--- src/rtl/cc_pkg.sv ---
// Shared cache-controller definitions: AXI encodings, line address fields and
// the miss-request FSM state type.
package cc_pkg;
  localparam logic [1:0] AXI_BURST_WRAP = 2'b10;
  localparam logic [2:0] AXI_SIZE_8B    = 3'b011;
  localparam int         CC_LINE_BEATS  = 8;

  // Line address fields: offset [5:0], word [5:3], index [14:6], tag [31:15]
  localparam int OFF_MSB  = 5;
  localparam int OFF_LSB  = 0;
  localparam int WORD_MSB = 5;
  localparam int WORD_LSB = 3;
  localparam int IDX_MSB  = 14;
  localparam int IDX_LSB  = 6;
  localparam int TAG_MSB  = 31;
  localparam int TAG_LSB  = 15;

  typedef enum logic {S_IDLE, S_AR} cc_state_e;

  // Critical-word-first: the burst starts at the 8-byte beat holding the miss.
  function automatic logic [31:0] beat_align(input logic [31:0] a);
    return a & ~32'((1 << WORD_LSB) - 1);
  endfunction
endpackage

--- src/rtl/cc_miss_req_unit_if.sv ---
// Miss request, AXI AR, snooped R and miss-address FIFO push signals.
interface cc_miss_req_unit_if;
  logic        miss_valid_i;
  logic [31:0] miss_addr_i;
  logic        miss_ready_o;
  logic [3:0]  arid_o;
  logic [31:0] araddr_o;
  logic [7:0]  arlen_o;
  logic [2:0]  arsize_o;
  logic [1:0]  arburst_o;
  logic        arvalid_o;
  logic        arready_i;
  logic        mem_rvalid_i;
  logic        mem_rready_i;
  logic        mem_rlast_i;
  logic        miss_addr_fifo_full_i;
  logic        miss_addr_fifo_wren_o;
  logic [31:0] miss_addr_fifo_wdata_o;

  modport master (
    input  miss_valid_i, miss_addr_i, arready_i,
           mem_rvalid_i, mem_rready_i, mem_rlast_i, miss_addr_fifo_full_i,
    output miss_ready_o, arid_o, araddr_o, arlen_o, arsize_o, arburst_o, arvalid_o,
           miss_addr_fifo_wren_o, miss_addr_fifo_wdata_o
  );

  modport slave (
    output miss_valid_i, miss_addr_i, arready_i,
           mem_rvalid_i, mem_rready_i, mem_rlast_i, miss_addr_fifo_full_i,
    input  miss_ready_o, arid_o, araddr_o, arlen_o, arsize_o, arburst_o, arvalid_o,
           miss_addr_fifo_wren_o, miss_addr_fifo_wdata_o
  );
endinterface

--- src/rtl/cc_miss_req_unit.sv ---
// Turns a tag miss into one WRAP line-fill AR burst plus a miss-address FIFO push,
// throttled by FIFO space and the number of bursts still awaiting rlast.
module cc_miss_req_unit
  import cc_pkg::*;
#(
  parameter int         MAX_OUTST = 2,
  parameter logic [3:0] ARID_VAL  = 4'd0
) (
  input logic               clk,
  input logic               rst_n,
  cc_miss_req_unit_if.master bus
);
  cc_state_e  state;
  logic [2:0] outst;
  logic       accept, ar_hs, r_done;

  assign bus.arid_o    = ARID_VAL;
  assign bus.arlen_o   = 8'(CC_LINE_BEATS - 1);
  assign bus.arsize_o  = AXI_SIZE_8B;
  assign bus.arburst_o = AXI_BURST_WRAP;

  assign bus.miss_ready_o = (state == S_IDLE) && !bus.miss_addr_fifo_full_i &&
                            (outst < 3'(MAX_OUTST));
  assign accept = bus.miss_valid_i && bus.miss_ready_o;
  assign ar_hs  = bus.arvalid_o && bus.arready_i;
  assign r_done = bus.mem_rvalid_i && bus.mem_rready_i && bus.mem_rlast_i;

  // The FIFO push coincides with arvalid rising, so the fill stage always has
  // the address before the first R beat of the burst.
  always_ff @(posedge clk) begin
    if (!rst_n) begin
      state                      <= S_IDLE;
      bus.arvalid_o              <= 1'b0;
      bus.araddr_o               <= '0;
      bus.miss_addr_fifo_wren_o  <= 1'b0;
      bus.miss_addr_fifo_wdata_o <= '0;
    end else begin
      bus.miss_addr_fifo_wren_o <= 1'b0;
      case (state)
        S_IDLE: if (accept) begin
          bus.araddr_o               <= beat_align(bus.miss_addr_i);
          bus.miss_addr_fifo_wdata_o <= bus.miss_addr_i;
          bus.miss_addr_fifo_wren_o  <= 1'b1;
          bus.arvalid_o              <= 1'b1;
          state                      <= S_AR;
        end
        S_AR: if (bus.arready_i) begin
          bus.arvalid_o <= 1'b0;
          state         <= S_IDLE;
        end
        default: state <= S_IDLE;
      endcase
    end
  end

  // Bursts issued but not yet terminated by rlast; saturates at 0.
  always_ff @(posedge clk) begin
    if (!rst_n) outst <= '0;
    else begin
      case ({ar_hs, r_done})
        2'b10:   outst <= outst + 3'd1;
        2'b01:   if (outst != 3'd0) outst <= outst - 3'd1;
        default: outst <= outst;
      endcase
    end
  end

  a_araddr_stable: assert property (@(posedge clk) disable iff (!rst_n)
    bus.arvalid_o && !bus.arready_i |=> $stable(bus.araddr_o));
  a_push_space: assert property (@(posedge clk) disable iff (!rst_n)
    bus.miss_addr_fifo_wren_o |-> $past(!bus.miss_addr_fifo_full_i));
  a_outst_max: assert property (@(posedge clk) disable iff (!rst_n)
    outst <= 3'(MAX_OUTST));
  a_no_underflow: assert property (@(posedge clk) disable iff (!rst_n)
    r_done |-> outst != 3'd0);
endmodule

--- src/flat_wrapper.sv ---
// flat-port wrapper written by rule: the top's interface ports become plain ports
module cc_miss_req_unit_flat import cc_pkg::*;
#(
  parameter int         MAX_OUTST = 2,
  parameter logic [3:0] ARID_VAL  = 4'd0
)
  (clk, rst_n, bus_miss_valid_i, bus_miss_addr_i, bus_arready_i, bus_mem_rvalid_i, bus_mem_rready_i, bus_mem_rlast_i, bus_miss_addr_fifo_full_i, bus_miss_ready_o, bus_arid_o, bus_araddr_o, bus_arlen_o, bus_arsize_o, bus_arburst_o, bus_arvalid_o, bus_miss_addr_fifo_wren_o, bus_miss_addr_fifo_wdata_o);
  cc_miss_req_unit_if bus_i ();
  input logic clk;
  input logic rst_n;
  input wire logic [$bits(bus_i.miss_valid_i)-1:0] bus_miss_valid_i;
  input wire logic [$bits(bus_i.miss_addr_i)-1:0] bus_miss_addr_i;
  input wire logic [$bits(bus_i.arready_i)-1:0] bus_arready_i;
  input wire logic [$bits(bus_i.mem_rvalid_i)-1:0] bus_mem_rvalid_i;
  input wire logic [$bits(bus_i.mem_rready_i)-1:0] bus_mem_rready_i;
  input wire logic [$bits(bus_i.mem_rlast_i)-1:0] bus_mem_rlast_i;
  input wire logic [$bits(bus_i.miss_addr_fifo_full_i)-1:0] bus_miss_addr_fifo_full_i;
  output wire logic [$bits(bus_i.miss_ready_o)-1:0] bus_miss_ready_o;
  output wire logic [$bits(bus_i.arid_o)-1:0] bus_arid_o;
  output wire logic [$bits(bus_i.araddr_o)-1:0] bus_araddr_o;
  output wire logic [$bits(bus_i.arlen_o)-1:0] bus_arlen_o;
  output wire logic [$bits(bus_i.arsize_o)-1:0] bus_arsize_o;
  output wire logic [$bits(bus_i.arburst_o)-1:0] bus_arburst_o;
  output wire logic [$bits(bus_i.arvalid_o)-1:0] bus_arvalid_o;
  output wire logic [$bits(bus_i.miss_addr_fifo_wren_o)-1:0] bus_miss_addr_fifo_wren_o;
  output wire logic [$bits(bus_i.miss_addr_fifo_wdata_o)-1:0] bus_miss_addr_fifo_wdata_o;
  assign bus_i.miss_valid_i = bus_miss_valid_i;
  assign bus_i.miss_addr_i = bus_miss_addr_i;
  assign bus_i.arready_i = bus_arready_i;
  assign bus_i.mem_rvalid_i = bus_mem_rvalid_i;
  assign bus_i.mem_rready_i = bus_mem_rready_i;
  assign bus_i.mem_rlast_i = bus_mem_rlast_i;
  assign bus_i.miss_addr_fifo_full_i = bus_miss_addr_fifo_full_i;
  assign bus_miss_ready_o = bus_i.miss_ready_o;
  assign bus_arid_o = bus_i.arid_o;
  assign bus_araddr_o = bus_i.araddr_o;
  assign bus_arlen_o = bus_i.arlen_o;
  assign bus_arsize_o = bus_i.arsize_o;
  assign bus_arburst_o = bus_i.arburst_o;
  assign bus_arvalid_o = bus_i.arvalid_o;
  assign bus_miss_addr_fifo_wren_o = bus_i.miss_addr_fifo_wren_o;
  assign bus_miss_addr_fifo_wdata_o = bus_i.miss_addr_fifo_wdata_o;
  cc_miss_req_unit #(.MAX_OUTST(MAX_OUTST), .ARID_VAL(ARID_VAL)) u_core (.clk(clk), .rst_n(rst_n), .bus(bus_i));
endmodule
--- config.mk ---
export PLATFORM = sky130hd
export DESIGN_NAME = cc_miss_req_unit_flat
export DESIGN_NICKNAME = d
export VERILOG_FILES = /design/src/rtl/cc_pkg.sv /design/src/rtl/cc_miss_req_unit_if.sv /design/src/rtl/cc_miss_req_unit.sv /design/src/flat_wrapper.sv
export SDC_FILE = /design/constraint.sdc
export NUM_CORES = 1
export LEC_CHECK = 0
export CAP_MARGIN = 20
export CELL_PAD_IN_SITES_DETAIL_PLACEMENT = 2
export CELL_PAD_IN_SITES_GLOBAL_PLACEMENT = 2
export CORE_AREA = 2 2 76 132
export CTS_BUF_LIST = sky130_fd_sc_hd__clkbuf_4
export DETAILED_ROUTE_END_ITERATION = 8
export DIE_AREA = 0 0 78 134
export PLACE_DENSITY = 0.87
export SYNTH_ARGS = -nofsm -noshare
export SYNTH_HDL_FRONTEND = slang
export SYNTH_SLANG_ARGS = --single-unit
--- constraint.sdc ---
create_clock -name clk -period 2.85 [get_ports clk]
set_input_delay 0.7125 -clock clk [delete_from_list [all_inputs] [get_ports clk]]
set_output_delay 0.7125 -clock clk [all_outputs]
set_load 0.01 [all_outputs]
# Word-level counts from Yosys, hierarchy flattened
# Cells that the tools add are included.
[totals]
regBits = 67
memories = 0
out_inout_bits = 84
latch_bits = 0
mem_bits_rw = 0
word_cells = 37
mem_bits_ro = 0
[op_classes]
muxes = 8
add_sub_neg = 2
reduce_logical = 13
n_bitwise = 2
multipliers = 0
n_eq_ne = 5
n_shift = 0
div_mod_pow = 0
order_cmp = 1
[op_table]
columns = ["op", "n"]
rows = [
  ["logical AND 1 bit", 6],
  ["case mux 3 bit (2 select lines)", 1],
  ["AND reduction 2 bit", 3],
  ["2-to-1 mux 1 bit", 4],
  ["!= test 2 x 1 -> 1 bit, second input constant", 2],
  ["case mux 1 bit (2 select lines)", 2],
  ["adder 3 x 1 -> 3 bit, second input constant", 1],
  ["< comparator 3 x 2 -> 1 bit, second input constant", 1],
  ["2-to-1 mux 3 bit", 1],
  ["nonzero test 3 bit", 1],
  ["subtractor 3 x 1 -> 3 bit, second input constant", 1],
  ["== test 2 x 1 -> 1 bit, second input constant", 1],
  ["== test 2 bit, second input constant", 1],
  ["!= test 2 bit, second input constant", 1],
  ["inverter 1 bit", 2],
  ["nonzero test 2 bit", 1],
  ["OR reduction 2 bit", 1],
  ["logical NOT 1 bit", 1],
]

# Longest topological paths before layout
[depth]
depth_word = 6
ltp_mapped = 8

# Worst setup path before layout
# Ideal clock, no wire load.
[synth_timing]
kind = "in2reg"
from = "input port bus_mem_rvalid_i"
to = "register u_core.outst[2]"
setup_slack_ps = 924
n_path_buf = 0
cell_stages = 6
arrival_ps = 1811
path_cell_list = "and3_1 -> nand2_1 -> xnor2_1 -> ha_1 -> o311a_1 -> o21a_1"
[synth_between]
elab_chain_len = 5
elab_cells_between_ends = 8
cone_classes = "eq/ne: 3; mux: 1; reduce/logical: 4"
[synth_lines]
columns = ["element", "line", "rtl"]
rows = [
  ["start, declared", "flat_wrapper.sv:14", "input wire logic [$bits(bus_i.mem_rvalid_i)-1:0] bus_mem_rvalid_i;"],
  ["logical AND 1 bit (*) (2 in series)", "cc_miss_req_unit.sv:26", "assign r_done = bus.mem_rvalid_i && bus.mem_rready_i && bus.mem_rlast_i;"],
  ["== test 2 x 1 -> 1 bit / == test 2 bit (equally long branches)", "cc_miss_req_unit.sv:60", "case ({ar_hs, r_done})"],
  ["!= test 2 x 1 -> 1 bit (no source line) / nonzero test 2 bit (equally long branches)", "--", ""],
  ["AND reduction 2 bit (no source line)", "--", ""],
  ["end signal, assigned", "cc_miss_req_unit.sv:61", "2'b10: outst <= outst + 3'd1;"],
  ["end signal, assigned", "cc_miss_req_unit.sv:62", "2'b01: if (outst != 3'd0) outst <= outst - 3'd1;"],
  ["end signal, assigned", "cc_miss_req_unit.sv:63", "default: outst <= outst;"],
  ["end, declared", "cc_miss_req_unit.sv:14", "logic [2:0] outst;"],
]
# Mark *: on every way between the ends. The rest lies on a longest branch, timed or not.
# A chain may end at the register's enable or synchronous reset.

# Final worst setup path
[layout_timing]
from = "input port bus_miss_addr_fifo_full_i"
to = "output port bus_miss_ready_o"
[layout_between]
elab_chain_len = 3
[layout_lines]
columns = ["element", "line", "rtl"]
rows = [
  ["start, declared", "flat_wrapper.sv:17", "input wire logic [$bits(bus_i.miss_addr_fifo_full_i)-1:0] bus_miss_addr_fifo_full_i;"],
  ["logical NOT 1 bit", "cc_miss_req_unit.sv:22", "assign bus.miss_ready_o = (state == S_IDLE) && !bus.miss_addr_fifo_full_i &&"],
  ["logical AND 1 bit (2 in series)", "cc_miss_req_unit.sv:22", ""],
  ["end, declared", "flat_wrapper.sv:18", "output wire logic [$bits(bus_i.miss_ready_o)-1:0] bus_miss_ready_o;"],
]
# No other way between the ends.

==> metrics.md <==
| Metric | Value |
|---|---|
| Reg2reg setup slack | 1.14 ns |
| Final Max Slew Viols | 0 |
| CTS Buf Count | 5 |
| Worst Hold Depth | 2 |
| Pin count of the biggest net entering global routing | 34 |
| Internal power | 0.801 mW |
| Initial DRT Pass Iterations | 3 |
| Starting DRC count in detailed routing | 35 |
| Synth Instances | 228 |
| Finished layout cell area | 2900 um2 |
| Leakage component of the power | 1.04 nW |
| Worst clock skew | 0.0106 ns |
| Dpl ws | 0.163 ns |
| Placer congestion estimate | 0.719 |
| Share of the synthesized area in the top cell type | 37.8% |
| # H-tree levels | 2 |
| I/O pin count | 124 |
| Nature of the critical path startpoint | input port |
| Min Tclk post-route | 2.70 ns |
| Setup TNS | 0 ns |
| Chain of cells forming the critical path | clkdlybuf4s50_1 > nor4_4 > clkdlybuf4s50_1 |
| Cell depth of the worst setup path | 3 |
| Setup CP Type | input port to primary output |
| Required time of the critical path | 2.14 ns |
| Worst Path Buf+Inv | 2 |
| Std-Cell Rows | 47 |
| Number of buffers inserted by post-CTS setup repair | 0 |
| Total number of vias | 1,743 |
| Clock latency reported for the late side of the worst-skew pair | 0.35 ns |
| Avg Inst Size Synth | 8.82 um2 |
| Count of nets after finishing | 340 |
| Relative contribution of combinational cells to total power | 24.6% |
| Max Root-Sink Buffers | 2 |
| Data arrival at the endpoint of the critical path | 1.99 ns |
| Final Worst Setup Slack | 0.151 ns |
| Tcrit/Tclk final | 94.7% |
| Global-route wire length before repair | 9890 um |
| Flop and latch count out of synthesis | 38 |
| Horizontal die dimension | 78 um |
| Top cells by area in the synthesized netlist | sky130_fd_sc_hd__dfxtp_1, sky130_fd_sc_hd__buf_4, sky130_fd_sc_hd__a21boi_2 |
| Reg-to-reg critical path startpoint | u_core.bus.arvalid_o$_SDFFE_PN0P_ |
| HPWL Detailed | 5160 um |
| Quantity of hold-fixing buffers added after cts | 0 |
| Hold path startpoint | u_core.bus.miss_addr_fifo_wdata_o[0]$_SDFFE_PN0P_ |
| Switching power total | 0.320 mW |
| Root cell of the clock tree | sky130_fd_sc_hd__clkbuf_4 |
| Cell at the slowest stage of the critical path | sky130_fd_sc_hd__clkdlybuf4s50_1 |
| Antenna-violating nets left | 0 |
| Max Cap Viol | 0 |
| Switch share | 28.6% |
| Die outline height | 134 um |
| Final setup vio count | 0 |
| Number of non-filler instances in the completed layout | 423 |
| Worst Hold End | u_core.bus.miss_addr_fifo_wdata_o[0]$_SDFFE_PN0P_ |
| Area growth from synthesis to layout | 44.0% |
| GRT Overall Usage | 12.3% |
| Effective utilization at floorplan | 21.4% |
| Cell variety after synth | 25 |
| Cell mode on critical path | sky130_fd_sc_hd__clkdlybuf4s50_1 |
| Fraction of layout instances using a drive strength above 1 | 13.0% |
| Peak clock frequency supported by timing | 0.371 GHz |
| Floorplan Core Area | 9410 um2 |
| Hold slack final | 0.488 ns |
| Buffers on Ports | 103 |
| GRT Residual Overflow | 0 |
| Endpoints failing hold | 0 |
| Max Fanout on Critical Path | 4 |
| Endpoint of the lowest-slack register-to-register path | u_core.outst[2]$_SDFFE_PN0P_ |
| Synth warnings | 0 |
| Synthesized area | 2010 um2 |
| Antenna violations before repair | 1 |
| Sink Count | 38 |
| Clock-pin slew on the worst setup and hold paths | 0.11 ns |
| Hold/Removal Path Class | flop to flop |
| Cells resized by post-CTS repair | 0 |
| Proportion of power drawn by flip-flops and latches | 51.7% |
| Sequential cell area fraction in the yosys report | 37.8% |
| Run status | completed |
| Post-synth top area cell | sky130_fd_sc_hd__dfxtp_1 |
| RSZ-0062 raised after global routing | false |
| Power share of the clock group | 23.7% |
| Worst IR drop on VDD | 0.153 mV |
| Largest stage delay on the critical path | 0.60 ns |
| TritonCTS clock tree | yes |
| DRC viols | 0 |
| Total wire length | 6530 um |
| Total power divided by cell area | 387 nW/um2 |
| Via count of the first global-routing pass | 1,876 |
| Number of placed instances with taps included | 414 |
| R2r worst-path depth | 7 |
| Full die area | 10,500 um2 |
| Detail-routed via count per cell | 4.12 |
| Routed WL per cell | 15.4 um |
| Overall power of the completed layout | 1.12 mW |
| Cell area after placement | 2850 um2 |
| Crit-path leading delay family | buffers and inverters |
| Share of the core filled with cells | 30.8% |
| Worst Setup End Kind | primary output |
-- area by class of cell --
cell class,instances,area (um2)
diodes,1,2.50
clock buffers,5,37.5
clock inverters,3,11.3
fillers,1092,6510
multi-input cells,147,871
flip-flops and latches,38,761
well taps,122,153
repair buffers,107,1060
-- cell usage in the layout (no fill, tap or decap) --
cell type	count
sky130_fd_sc_hd__nand2b_1	1
sky130_fd_sc_hd__clkbuf_4	5
sky130_fd_sc_hd__o211a_1	1
sky130_fd_sc_hd__and2_1	1
sky130_fd_sc_hd__a21boi_2	29
sky130_fd_sc_hd__conb_1	20
sky130_fd_sc_hd__clkinv_1	3
sky130_fd_sc_hd__buf_4	4
sky130_fd_sc_hd__dfxtp_1	38
sky130_fd_sc_hd__a21oi_1	2
sky130_fd_sc_hd__o311a_1	2
sky130_fd_sc_hd__nand3_1	3
sky130_fd_sc_hd__o21ai_0	1
sky130_fd_sc_hd__nand4_1	3
sky130_fd_sc_hd__xnor2_1	1
sky130_fd_sc_hd__diode_2	1
sky130_fd_sc_hd__a21boi_0	4
sky130_fd_sc_hd__nor4_4	1
sky130_fd_sc_hd__clkdlybuf4s50_1	103
sky130_fd_sc_hd__nor2_1	4
sky130_fd_sc_hd__nand2_1	68
sky130_fd_sc_hd__nand4b_1	1
sky130_fd_sc_hd__o21a_1	1
sky130_fd_sc_hd__ha_1	1
sky130_fd_sc_hd__or3_1	1
sky130_fd_sc_hd__and3_1	2
-- worst max-delay path by stage --
stage	from	to	slack (ns)
finish	bus_miss_addr_fifo_full_i	bus_miss_ready_o	0.15
CTS	bus_miss_addr_fifo_full_i	bus_miss_ready_o	0.15
detailed placement	bus_miss_addr_fifo_full_i	bus_miss_ready_o	0.16
floorplan	bus_mem_rvalid_i	u_core.outst[2]$_SDFFE_PN0P_	0.92
global route	bus_miss_addr_fifo_full_i	bus_miss_ready_o	0.1
global placement	bus_miss_addr_fifo_full_i	bus_miss_ready_o	0.20
-- cell usage after synthesis --
master / count
sky130_fd_sc_hd__nand2_1: 68
sky130_fd_sc_hd__buf_4: 50
sky130_fd_sc_hd__dfxtp_1: 38
sky130_fd_sc_hd__a21boi_2: 29
sky130_fd_sc_hd__clkbuf_1: 6
sky130_fd_sc_hd__a21boi_0: 4
sky130_fd_sc_hd__buf_6: 4
sky130_fd_sc_hd__nor2_1: 4
sky130_fd_sc_hd__nand3_1: 3
sky130_fd_sc_hd__nand4_1: 3
sky130_fd_sc_hd__a21oi_1: 2
sky130_fd_sc_hd__and3_1: 2
sky130_fd_sc_hd__conb_1: 2
sky130_fd_sc_hd__o311a_1: 2
sky130_fd_sc_hd__and2_1: 1
sky130_fd_sc_hd__buf_2: 1
sky130_fd_sc_hd__ha_1: 1
sky130_fd_sc_hd__nand2b_1: 1
sky130_fd_sc_hd__nand4b_1: 1
sky130_fd_sc_hd__nor4_4: 1
sky130_fd_sc_hd__o211a_1: 1
sky130_fd_sc_hd__o21a_1: 1
sky130_fd_sc_hd__o21ai_0: 1
sky130_fd_sc_hd__or3_1: 1
sky130_fd_sc_hd__xnor2_1: 1
-- state kept, by name (all words and copies together), names as in the netlist --
name / count
u_core.bus.miss_addr_fifo_wren_o: 1
u_core.outst: 3
u_core.bus.arvalid_o: 1
u_core.bus.miss_addr_fifo_wdata_o: 32
u_core.state: 1
-- power by group through the flow --
stage / Clock [mW] / Sequential (mW) / Combinational (mW)
2_1_floorplan: 0 / 0.597 / 0.152
3_3_place_gp: 0 / 0.589 / 0.269
3_5_place_dp: 0 / 0.592 / 0.280
4_1_cts: 0.295 / 0.580 / 0.281
5_1_grt: 0.318 / 0.584 / 0.296
6_report: 0.266 / 0.579 / 0.276
-- metal layers --
metal	vias to the layer above	global-route usage (%)	wire [um]
met3	9	1.82	312
met4	0	5.75	142
met1	844	10.6	2080
li1	814	-	-
met5	-	0	0
met2	76	26.2	3990
-- cell families (layout without fill, tap and decap cells) --
group / Yosys count / after routing / synth area share [%]
AO/OA/AOI/OAI: 40 / 40 / 20.3
AND/OR/NAND/NOR: 85 / 85 / 18.2
adder cells (fa/ha/maj): 1 / 1 / 0.622
buffers and inverters: 61 / 115 / 22.3
flip-flops: 38 / 38 / 37.8
XOR/XNOR: 1 / 1 / 0.435
other: 2 / 21 / 0.373
-- worst reg2reg max path: stages (launching register included) --
cell                      delay [ns]
sky130_fd_sc_hd__dfxtp_1        0.44
sky130_fd_sc_hd__nand2_1        0.14
sky130_fd_sc_hd__nand2_1        0.16
sky130_fd_sc_hd__xnor2_1        0.16
sky130_fd_sc_hd__ha_1           0.23
sky130_fd_sc_hd__nand4_1        0.14
sky130_fd_sc_hd__o311a_1        0.16
sky130_fd_sc_hd__o21a_1         0.19
(Power assumes the default switching activity.)
